$ cat config.mk
export PLATFORM = sky130hd
export DESIGN_NAME = div_result_collector
export DESIGN_NICKNAME = d
export VERILOG_FILES = /design/src/rtl/div_result_collector.sv
export SDC_FILE = /design/constraint.sdc
export NUM_CORES = 1
export LEC_CHECK = 0
export ABC_AREA = 1
export BUFFER_PORTS_ARGS = -buffer_cell sky130_fd_sc_hd__buf_2
export CORE_MARGIN = 5
export CORE_UTILIZATION = 23
export CTS_CLUSTER_SIZE = 14
export DETAILED_ROUTE_END_ITERATION = 12
export PLACE_DENSITY = 0.41
export RECOVER_POWER = 100
export SETUP_SLACK_MARGIN = 0.4
export SYNTH_ARGS = -nofsm -noshare
export SYNTH_HDL_FRONTEND = slang
export SYNTH_SLANG_ARGS = --single-unit
$ cat constraint.sdc
create_clock -name clk -period 6.3 [get_ports clk]
set_clock_uncertainty 0.05 [all_clocks]
set_input_delay 1.89 -clock clk [delete_from_list [all_inputs] [get_ports clk]]
set_output_delay 1.89 -clock clk [all_outputs]
set_load 0.005 [all_outputs]
$ cat src/rtl/div_result_collector.sv
// Purpose: collects quotient/remainder results from a fixed-latency, non-stallable divider into a result FIFO.
// Latency: a result is visible on res_valid LATENCY cycles after the fire edge, when the FIFO was empty.
// Backpressure: issue_ready grants one credit per free FIFO slot, so res_ready stalls upstream issue, never the divider.
module div_result_collector #(
    parameter int WIDTH   = 4,
    parameter int LATENCY = 2 * WIDTH,
    parameter int DEPTH   = 4
) (
    input  logic                     clk,
    input  logic                     rst_n,
    input  logic                     issue_valid,
    output logic                     issue_ready,
    input  logic [WIDTH-1:0]         issue_divisor,
    input  logic [2*WIDTH-1:0]       div_quotient,
    input  logic [WIDTH-1:0]         div_remainder,
    output logic                     res_valid,
    input  logic                     res_ready,
    output logic [2*WIDTH-1:0]       res_quotient,
    output logic [WIDTH-1:0]         res_remainder,
    output logic                     res_div_zero,
    output logic [$clog2(DEPTH):0]   outstanding,
    output logic                     err_overflow
);

    localparam int AW = $clog2(DEPTH);
    localparam int CW = AW + 1;

    logic [LATENCY-1:0]   r_vld_pipe;
    logic [LATENCY-1:0]   r_zero_pipe;
    logic [2*WIDTH-1:0]   r_mem_q [DEPTH];
    logic [WIDTH-1:0]     r_mem_r [DEPTH];
    logic                 r_mem_z [DEPTH];
    logic [AW:0]          r_wr_ptr;
    logic [AW:0]          r_rd_ptr;
    logic [CW-1:0]        r_outstanding;
    logic                 r_err_overflow;

    logic                 w_fire;
    logic                 w_pop;
    logic                 w_cap;
    logic                 w_cap_zero;
    logic                 w_full;
    logic                 w_empty;
    logic                 w_wr;
    logic [2*WIDTH-1:0]   w_cap_q;
    logic [WIDTH-1:0]     w_cap_r;

    assign issue_ready = (r_outstanding < CW'(DEPTH));
    assign w_fire      = issue_valid & issue_ready;

    // Extra wrap bit distinguishes full (same index, different lap) from empty.
    assign w_empty = (r_wr_ptr == r_rd_ptr);
    assign w_full  = (r_wr_ptr[AW] != r_rd_ptr[AW]) && (r_wr_ptr[AW-1:0] == r_rd_ptr[AW-1:0]);

    assign res_valid = ~w_empty;
    assign w_pop     = res_valid & res_ready;

    assign w_cap      = r_vld_pipe[LATENCY-1];
    assign w_cap_zero = r_zero_pipe[LATENCY-1];
    assign w_wr       = w_cap & ~w_full;
    assign w_cap_q    = w_cap_zero ? '1 : div_quotient;
    assign w_cap_r    = w_cap_zero ? '0 : div_remainder;

    assign res_quotient  = r_mem_q[r_rd_ptr[AW-1:0]];
    assign res_remainder = r_mem_r[r_rd_ptr[AW-1:0]];
    assign res_div_zero  = r_mem_z[r_rd_ptr[AW-1:0]];
    assign outstanding   = r_outstanding;
    assign err_overflow  = r_err_overflow;

    // Shadow of the divider pipeline: which slots hold real operations and which had a zero divisor.
    always_ff @(posedge clk or negedge rst_n) begin
        if (!rst_n) begin
            r_vld_pipe  <= '0;
            r_zero_pipe <= '0;
        end else begin
            r_vld_pipe[0]  <= w_fire;
            r_zero_pipe[0] <= w_fire && (issue_divisor == '0);
            for (int i = 1; i < LATENCY; i++) begin
                r_vld_pipe[i]  <= r_vld_pipe[i-1];
                r_zero_pipe[i] <= r_zero_pipe[i-1];
            end
        end
    end

    always_ff @(posedge clk or negedge rst_n) begin
        if (!rst_n) begin
            r_wr_ptr       <= '0;
            r_rd_ptr       <= '0;
            r_outstanding  <= '0;
            r_err_overflow <= 1'b0;
            for (int i = 0; i < DEPTH; i++) begin
                r_mem_q[i] <= '0;
                r_mem_r[i] <= '0;
                r_mem_z[i] <= 1'b0;
            end
        end else begin
            if (w_wr) begin
                r_mem_q[r_wr_ptr[AW-1:0]] <= w_cap_q;
                r_mem_r[r_wr_ptr[AW-1:0]] <= w_cap_r;
                r_mem_z[r_wr_ptr[AW-1:0]] <= w_cap_zero;
                r_wr_ptr                  <= r_wr_ptr + (AW+1)'(1);
            end
            if (w_cap && w_full) begin
                r_err_overflow <= 1'b1;
            end
            if (w_pop) begin
                r_rd_ptr <= r_rd_ptr + (AW+1)'(1);
            end
            case ({w_fire, w_pop})
                2'b10:   r_outstanding <= r_outstanding + CW'(1);
                2'b01:   r_outstanding <= r_outstanding - CW'(1);
                default: r_outstanding <= r_outstanding;
            endcase
        end
    end

endmodule
## Yosys cells after proc, flatten, opt, wreduce, memory -nomap -nowiden

Index checks and enable logic that the tools add are counted.

- Bits in registers: 78
- Bits in latches: 0
- Bits in writable memories: 0
- ROM bits: 0
- Input bits: 20
- Logic and storage cells: 65
- Memories kept: 0

- $add $sub $neg: 4
- $mul: 0
- Div/mod/pow operators: 0
- $lt $le $gt $ge: 4
- Eq/ne operators: 5
- Shifts and indexed selects: 0
- Muxes and demuxes: 21
- Bitwise gates (word level): 7
- Reductions and logical operators: 6

Operators with widths:

| kind | number |
|---|---|
| 32-bit bitwise mux | 1 |
| 8-bit 2-to-1 mux | 4 |
| 8-bit binary-select mux with 2-bit select | 1 |
| 16-bit bitwise mux | 1 |
| 8-bit demux with 2-bit select | 1 |
| 4-bit 2-to-1 mux | 4 |
| 3-bit by 1-bit adder with 3-bit output (second input constant) | 3 |
| 4-bit binary-select mux with 2-bit select | 1 |
| 4-bit demux with 2-bit select | 1 |
| 3-bit greater-or-equal comparator (second input constant) | 2 |
| 2-bit inverter with 3-bit output | 2 |
| 3-bit case mux with 2 select lines | 1 |
| 4-bit bitwise mux | 1 |
| 1-bit logical AND | 4 |
| 4-bit logical NOT | 1 |
| 1-bit AND | 3 |
| 3-bit equality test | 1 |
| 3-bit by 1-bit < comparator with 1-bit output (second input constant) | 1 |
| 3-bit < comparator (second input constant) | 1 |
| 1-bit 2-to-1 mux | 3 |
| 3-bit by 1-bit subtractor with 3-bit output (second input constant) | 1 |
| 1-bit binary-select mux with 2-bit select | 1 |
| 1-bit demux with 2-bit select | 1 |
| 2-bit by 1-bit equality test with 1-bit output (second input constant) | 1 |
| 5 further kinds | 6 |

## Logic depth before layout (Yosys ltp)

Gate-level depths: netlist (run 1).

- Depth in word-level cells: 6
- Gate-level depth with buffers: 13
- Mapped depth without buffers: 13

## Worst setup path before layout (run 1)

Ideal clock, no wire load.

- Path type: input port to flip-flop
- Start point: input port res_ready
- End point: register r_outstanding[2] (netlist: outstanding[2])
- Setup time: 0.131 ns
- Arrival time: 2.938 ns
- Required time: 6.119 ns
- Path slack: 3.181 ns
- Cell stages on the path: 8
- Path buffers: 0
- Cell sequence: nand2_1 -> inv_1 -> ha_1 -> inv_1 -> fa_1 -> a21oi_1 -> o21ai_0 -> xor2_1

- Word-level cells in the longest chain between the ends: 3
- Elaborated cells on any way between the ends: 5
- Those cells by class: eq/ne: 2; mux: 1; bitwise: 1; reduce/logical: 1

RTL lines:

| what | RTL line | RTL |
|---|---|---|
| from (decl) | 17 | `input logic res_ready,` |
| 1-bit AND * | 56 | `assign w_pop = res_valid & res_ready;` |
| net w_pop | 39 | `logic w_pop;` |
| 2-bit by 1-bit equality test with 1-bit output / 2-bit equality test (equally long branches) | 109 | `case ({w_fire, w_pop})` |
| 3-bit case mux with 2 select lines / 2-bit nonzero test (equally long branches) | n/a |  |
| to (signal assigned) | 110 | `2'b10: r_outstanding <= r_outstanding + CW'(1);` |
| to (signal assigned) | 111 | `2'b01: r_outstanding <= r_outstanding - CW'(1);` |
| to (signal assigned) | 112 | `default: r_outstanding <= r_outstanding;` |
| to (decl) | 35 | `logic [CW-1:0] r_outstanding;` |

The timed path passes the listed nets; every way through them passes the cells marked *.
A chain may end at the register's enable or synchronous reset.

## Worst setup path after layout (run 1)

- Start point: register r_rd_ptr[0]
- End point: output port res_valid

- Word-level cells in the longest chain between the ends: 2

RTL lines:

| what | RTL line | RTL |
|---|---|---|
| from (decl) | 34 | `logic [AW:0] r_rd_ptr;` |
| from (signal assigned) | 107 | `r_rd_ptr <= r_rd_ptr + (AW+1)'(1);` |
| 3-bit equality test | 52 | `assign w_empty = (r_wr_ptr == r_rd_ptr);` |
| 1-bit inverter | 55 | `assign res_valid = ~w_empty;` |
| to (decl) | 16 | `output logic res_valid,` |

Every way passes these cells.

==> reports/qor.yml, run 1 <==
sta:
  worstMarginPinSlew_ns: 2.080
  fin_crit_ns: 4.635
  slew_headroom_pct: -38.69
  finalCritPeriodShare_pct: 73.57
  finalHoldViolations: 0
  max_clock_freq_mhz: 215.8
  rsz0062_at_grt: "false"
  setup_violations: 0
  layout_setup_ws_ns: 1.665
  fin_setup_tns_ns: 0
  maxSlewViolCount: 79
placement:
  gp_congestion: 0.7456
  io_buffers: 38
  place_worst_setup_slack_ns: 2.243
  hpwl_um: 5645
floorplan:
  placementRows: 45
  core_area_mm2: 0.01531
  io_pins: 39
  die_x_um: 135.3
  fp.dieArea_mm2: 0.01830
  die_y_um: 135.3
  initial_core_util_pct: 23.57
global_route:
  grt_pass1_vias: 2905
  grt_antenna_before_repair: 0
  track_usage_pct: 11.39
  grt_pass1_wl_um: 16140
  gr-total-overflow: 0
  grt_max_degree: 79
clocking:
  cts-root-buf: "clkbuf_16"
  hold_buffers: 0
  cts.path.max_buffers: 2
  clk_latency_ns: 0.33
  clk_pin_slew_worst_paths_ns: 0.06
  cts.htree.levels: 3
  post-cts-setup-buffer-count: 0
  cts_tree: "yes"
  cts.sinks: 78
  tritoncts.num_buffers: 9
  cts_resized: 0
drt:
  routed.top_layer: "met4"
  totalWireLength_um: 10060
  wl_met2_um: 4652
  m1WireLength_um: 4664
  wl_met3_um: 638
  first_pass_iters: 4
  vias_per_cell: 4.462
  drt.antenna.violating_nets: 0
  drc: 0
  via_count: 2896
  drtIter0Drc: 268
  avgRoutedWirePerCell_um: 15.50
pwr:
  p_sw_share_pct: 39.50
  p_leak_nw: 2.062
  power_density_mw_per_mm2: 539.3
  p_clk_share_pct: 26.3
  ir_worst_vdd_mv: 0.1693
  seq_power_share_pct: 38.0
  p_comb_share_pct: 35.8
  p_int_mw: 1.376
  p_sw_uw: 898.6
cells_and_area:
  layout_commonest_cell: "nand2_1"
  layout_common_cells: "nand2_1, dfrtp_1, nand4_1, nor2_1, o21ai_0"
  final_nets: 461
  syn2layout_area_growth_pct: 16.85
  antennaDiodeCount: 0
  drive_gt1_share_pct: 11.19
logic_synthesis:
  syn_avg_cell_area_um2: 8.740
  yosysWarnings: 0
  syn_nets: 440
  syn_area_mm2: 0.003610
  ys_ff_latch: 78
  seq_area_frac_synth_pct: 54.07
  synth_cell_types: 24
  yosys.area.top_type: "dfrtp_1"
  synth_cells: 413
  synth_top_area_share_pct: 54.07
  synthTopCellsByArea: "dfrtp_1, nand2_1, nand4_1"
worst_setup_path:
  start_kind: "register"
  cp_slowest_stage_delay_ns: 1.00
  crit_family: "flip-flops"
  cp_slowest_cell: "dfrtp_1"
  crit_arrival_ns: 2.69
  cp-end-kind: "primary output"
  cp.required_ns: 4.36
  cp_max_fo: 30
  cpMostUsedCell: "nand2_1"
  path_cells: "inv_1 > nand2_1 > nand2_1 > nand3_1 > clkbuf_1"
  crit_type: "register to primary output"
  crit_buf_inv: 2
status:
  violations: "capacitance limit, slew limit"
  status: "finished with violations"
run:
  cap_violations: 1
worst_hold_path:
  hold_path_class: "register to register"
==> registers in the layout (all words and copies together), names as in the netlist <==
register,cells
outstanding,3
r_zero_pipe,8
err_overflow,1
r_mem_q,32
r_mem_r,16
r_wr_ptr,3
r_mem_z,4
r_vld_pipe,8
r_rd_ptr,3
==> path summary, 6_finish.rpt <==
kind | startpoint | to | slack (ns) | cells past startpoint
worst max register to register | r_rd_ptr[0] | r_mem_r[2] | 2.43 | 7
worst max-delay path | r_rd_ptr[0] | res_valid | 1.67 | 5
max in group asynchronous | rst_n | r_vld_pipe[7] | 2.71 | 1
worst min-delay path | r_zero_pipe[6] | r_zero_pipe[7] | 0.29 | 0
min in group asynchronous | rst_n | r_mem_q[5] | 2.08 | 1
worst min register to register | r_zero_pipe[6] | r_zero_pipe[7] | 0.29 | 0
==> cell usage after synthesis (all sizes together) <==
| cell type | instances |
|---|---|
| dfrtp | 78 |
| nand4 | 53 |
| buf | 19 |
| inv | 19 |
| nand2 | 129 |
| a21oi | 1 |
| xor2 | 2 |
| nor3 | 1 |
| ha | 6 |
| xnor2 | 1 |
| nand3 | 11 |
| nor2 | 32 |
| o21bai | 1 |
| fa | 1 |
| clkbuf | 10 |
| o22ai | 13 |
| or2 | 8 |
| o21ai | 28 |
==> per-layer routing <==
layer / up-vias / track usage (%)
met2: 74 / 17.51
met5: - / 0
met4: 0 / 3.695
li1: 1424 / -
met3: 6 / 2.972
met1: 1392 / 15.65
==> worst register-to-register path, cell delays in order (launching register included) <==
cell and delay [ns]:
dfrtp_1 1.00, inv_1 0.70, nand2_1 0.19, nand2_1 0.12
nand3_4 0.54, nand3_1 0.85, nand2_1 0.24, nand2_1 0.07
==> per-stage QoR <==
step           hold slack [ns]  utilization, %  area [um2]  total power, mW  instances
2_1_floorplan           0.2812               -        3610            1.433        413
3_3_place_gp            0.2839           25.63        3925            1.724        634
3_5_place_dp            0.2856           25.63        3925            1.732        634
4_1_cts                 0.2960           27.83        4263            2.341        649
5_1_grt                 0.3002           27.54        4218            2.468        649
6_report                0.2933           27.54        4218            2.275        649
==> area by class of cell <==
class                      instances  area, um2
multi-input combinational        287       1414
inverter                          19      71.32
clock buffer                      11      242.7
clock inverter                     4      95.09
sequential                        78       1953
tap                              211      264.0
timing repair buffer              39      177.7
fill                            1698      11100
==> power groups by stage <==
stage	combinational [mW]	clock (mW)	sequential, mW
finish	0.814	0.597	0.863
global route	0.935	0.637	0.896
CTS	0.862	0.615	0.864
detailed placement	0.861	0	0.872
global placement	0.860	0	0.864
floorplan	0.629	0	0.804
==> kinds of logic (layout without fill, tap and decap cells) <==
logic type	after synthesis	in the layout	synth area share (%)
AND/OR/NAND/NOR	234	234	29.95
flip-flops	78	78	54.07
buffers and inverters	48	73	6.135
AO/OA/AOI/OAI	43	43	6.482
adder cells (fa/ha/maj)	7	7	2.634
XOR/XNOR	3	3	0.7280
Power figures use the tool's default switching activity.
==> inputs of run 2 (changes only) <==
ABC_AREA = 0   (was 1)
PLACE_DENSITY = 0.43   (was 0.41)
clock period = 3.76 ns   (was 6.3 ns; I/O delays follow)
==> reports/qor.yml, run 2 <==
status:
  status: "completed"  # was finished with violations
worst_setup_path:
  cp_max_fo: 9  # was 30
  crit_arrival_ns: 2.05  # was 2.69 ns
  r2r_slack_ns: 0.81  # was 2.43 ns
  cp.required_ns: 2.58  # was 4.36 ns
  cp-end-kind: "primary output"  # unchanged
  start_kind: "register"  # unchanged
  crit_type: "register to primary output"  # unchanged
sta:
  fin_setup_tns_ns: 0  # unchanged
  maxSlewViolCount: 0  # was 79
  finalHoldViolations: 0  # unchanged
  max_clock_freq_mhz: 309.7
  finalCritPeriodShare_pct: 85.87
  slew_headroom_pct: 44.66  # was -38.69%
  hold_ws_ns: 0.2977  # was 0.2933 ns
  setup_violations: 0  # unchanged
  fin_crit_ns: 3.229
  rsz0062_at_grt: "false"  # unchanged
  worstMarginPinSlew_ns: 0.8263  # was 2.080 ns
global_route:
  grt_max_degree: 43  # was 79
  gr-total-overflow: 0  # unchanged
  grt_pass1_wl_um: 11470  # was 16,140 um
  grt_pass1_vias: 2091  # was 2,905
  grt_antenna_before_repair: 0  # unchanged
  track_usage_pct: 9.137  # was 11.39%
logic_synthesis:
  synth_top_area_share_pct: 58.45  # was 54.07%
  synth-edff-count: 0  # unchanged
  synth_xor_area_share_pct: 3.147  # was 0.7279%
  syn_area_mm2: 0.003339  # was 0.003610 mm2
  synth_cells: 215  # was 413
  synthTopCellsByArea: "dfrtp_1, mux2_2, mux4_2"  # was dfrtp_1, nand2_1, nand4_1
  synth_flop_cell: "dfrtp_1"  # unchanged
  syn_nets: 242  # was 440
  muxShareOfSynthArea_pct: 27.28  # was 0%
  synthTopCellsByCount: "dfrtp_1, mux2_2, mux4_2"  # was nand2_1, dfrtp_1, nand4_1, nor2_1, o21ai_0
  yosysWarnings: 0  # unchanged
  ys_ff_latch: 78  # unchanged
  synthSimpleGateAreaFrac_pct: 4.009  # was 29.95%
  yosysMostFrequentCell: "dfrtp_1"  # was nand2_1
  synth_compound_area_share_pct: 1.723  # was 6.482%
  synth_adder_area_share_pct: 2.848  # was 2.634%
  seq_area_frac_synth_pct: 58.45  # was 54.07%
  syn_avg_cell_area_um2: 15.53  # was 8.740 um2
  yosys.area.top_type: "dfrtp_1"  # unchanged
  synthArstFlopShare_pct: 100.0  # unchanged
  synth_cell_types: 22  # was 24
  synth_top_family_by_area: "multiplexers"  # was simple AND/OR/NAND/NOR gates
drt:
  totalWireLength_um: 7002  # was 10,060 um
  vias_per_cell: 4.160  # was 4.462
  drc: 0  # unchanged
  avgRoutedWirePerCell_um: 15.39  # was 15.50 um
  drtIter0Drc: 60  # was 268
  first_pass_iters: 2  # was 4
  drt.antenna.violating_nets: 0  # unchanged
  via_count: 1893  # was 2,896
clocking:
  post-cts-setup-buffer-count: 0  # unchanged
  tritoncts.num_buffers: 9  # unchanged
  cts_resized: 0  # unchanged
  clk_latency_ns: 0.33  # about the same
  clk_pin_slew_worst_paths_ns: 0.06  # about the same
  cts.htree.levels: 3  # unchanged
  cts_tree: "yes"  # unchanged
  hold_buffers: 0  # unchanged
  cts.path.max_buffers: 2  # unchanged
  cts-root-buf: "clkbuf_16"  # unchanged
  cts.sinks: 78  # unchanged
floorplan:
  die_x_um: 130.5  # was 135.3 um
  fp.dieArea_mm2: 0.01703  # was 0.01830 mm2
  io_pins: 39  # unchanged
  die_y_um: 130.5  # was 135.3 um
  placementRows: 44  # was 45
  core_area_mm2: 0.01437  # was 0.01531 mm2
  initial_core_util_pct: 23.24  # was 23.57%
placement:
  hpwl_um: 4954  # was 5645 um
  gp_congestion: 0.6938  # was 0.7456
  io_buffers: 38  # unchanged
cells_and_area:
  regMostFlops: "r_mem_q"  # unchanged
  final_nets: 293  # was 461
  reg_top3: "r_mem_q: 32 flops, r_mem_r: 16 flops"  # unchanged
  syn2layout_area_growth_pct: 22.59  # was 16.85%
  largest_reg_flops: 32  # unchanged
  layout_common_cells: "dfrtp_1, mux2_2, buf_2, clkbuf_1, mux4_2"  # was nand2_1, dfrtp_1, nand4_1, nor2_1, o21ai_0
  num-fill-cells: 1451  # was 1,698
  antennaDiodeCount: 0  # unchanged
  layout_commonest_cell: "dfrtp_1"  # was nand2_1
  fin_util_pct: 28.49  # was 27.54%
  drive_gt1_share_pct: 45.76  # was 11.19%
pwr:
  totalPowerFinal_mw: 1.832  # was 2.275 mW
  p_leak_nw: 1.999  # was 2.062 nW
  ir_worst_vdd_mv: 0.2183  # was 0.1693 mV
  power_density_mw_per_mm2: 447.5  # was 539.3 mW/mm2
worst_hold_path:
  hold_path_class: "register to register"  # unchanged
run:
  cap_violations: 0  # was 1
## run 2: changes by cell type in the layout (fill, tap and decap cells not counted), moves of 8 or more
cell / change
nand2_1: -121
nand3_1: -10
buf_2: +8
o21ai_0: -28
o22ai_1: -13
inv_1: -9
mux4_2: +13
nand4_1: -53
nor2_1: -29
mux2_2: +54
## run 2: per-stage QoR
stage | setup slack (ns) | instances | instance area (um2)
6_report | 0.5312 | 455 | 4094
2_1_floorplan | 1.255 | 215 | 3339
5_1_grt | 0.4100 | 455 | 4094
3_5_place_dp | 1.133 | 439 | 3809
3_3_place_gp | 1.154 | 439 | 3809
4_1_cts | 0.8217 | 455 | 4143
## run 2: where the power goes
part | internal, mW | switching, mW | total (mW)
logic | 0.0138 | 0.0251 | 0.0389
registers | 0.839 | 0 | 0.839
clock network | 0.617 | 0.337 | 0.954
total | 1.47 | 0.362 | 1.83
## run 2: logic make-up after synthesis
group / after synthesis
and+or+nand+nor: 25
buffers and inverters: 17
adders and majority gates: 7
AOI/OAI and AO/OA: 8
DFF: 78
xor gates and xnor gates: 12
muxes: 68
## run 2: layer usage
metal / vias up / GRT usage, % / share of wire (%)
met5: - / 0 / 0
met4: 0 / 5.082 / 2.4
met3: 12 / 2.398 / 3.9
met2: 35 / 14.11 / 48
met1: 979 / 11.66 / 46
li1: 867 / - / -
## run 2: worst paths after layout
kind / startpoint / end / cells past startpoint
max: r_rd_ptr[1] / res_remainder[2] / 3
min: r_vld_pipe[3] / r_vld_pipe[4] / 0
max reg2reg: r_rd_ptr[1] / r_mem_q[16] / 5
min reg2reg: r_vld_pipe[3] / r_vld_pipe[4] / 0
max in group asynchronous: rst_n / r_mem_q[14] / 2
min in group asynchronous: rst_n / outstanding[1] / 1
## run 2: cell type report
cell class	instances	area, um2	area share, %
Sequential cell	78	1952	47.68
Multi-Input combinational cell	120	1303	31.82
Clock buffer	11	252.7	6.174
Timing Repair Buffer	49	245.2	5.990
Tap cell	184	230.2	5.623
Clock inverter	5	81.33	1.987
Inverter	8	30.03	0.7335
## run 2: worst max-delay path: stages (launching register included)
cell,delay (ns)
dfrtp_1,0.59
clkbuf_1,0.56
mux4_2,0.42
buf_2,0.15
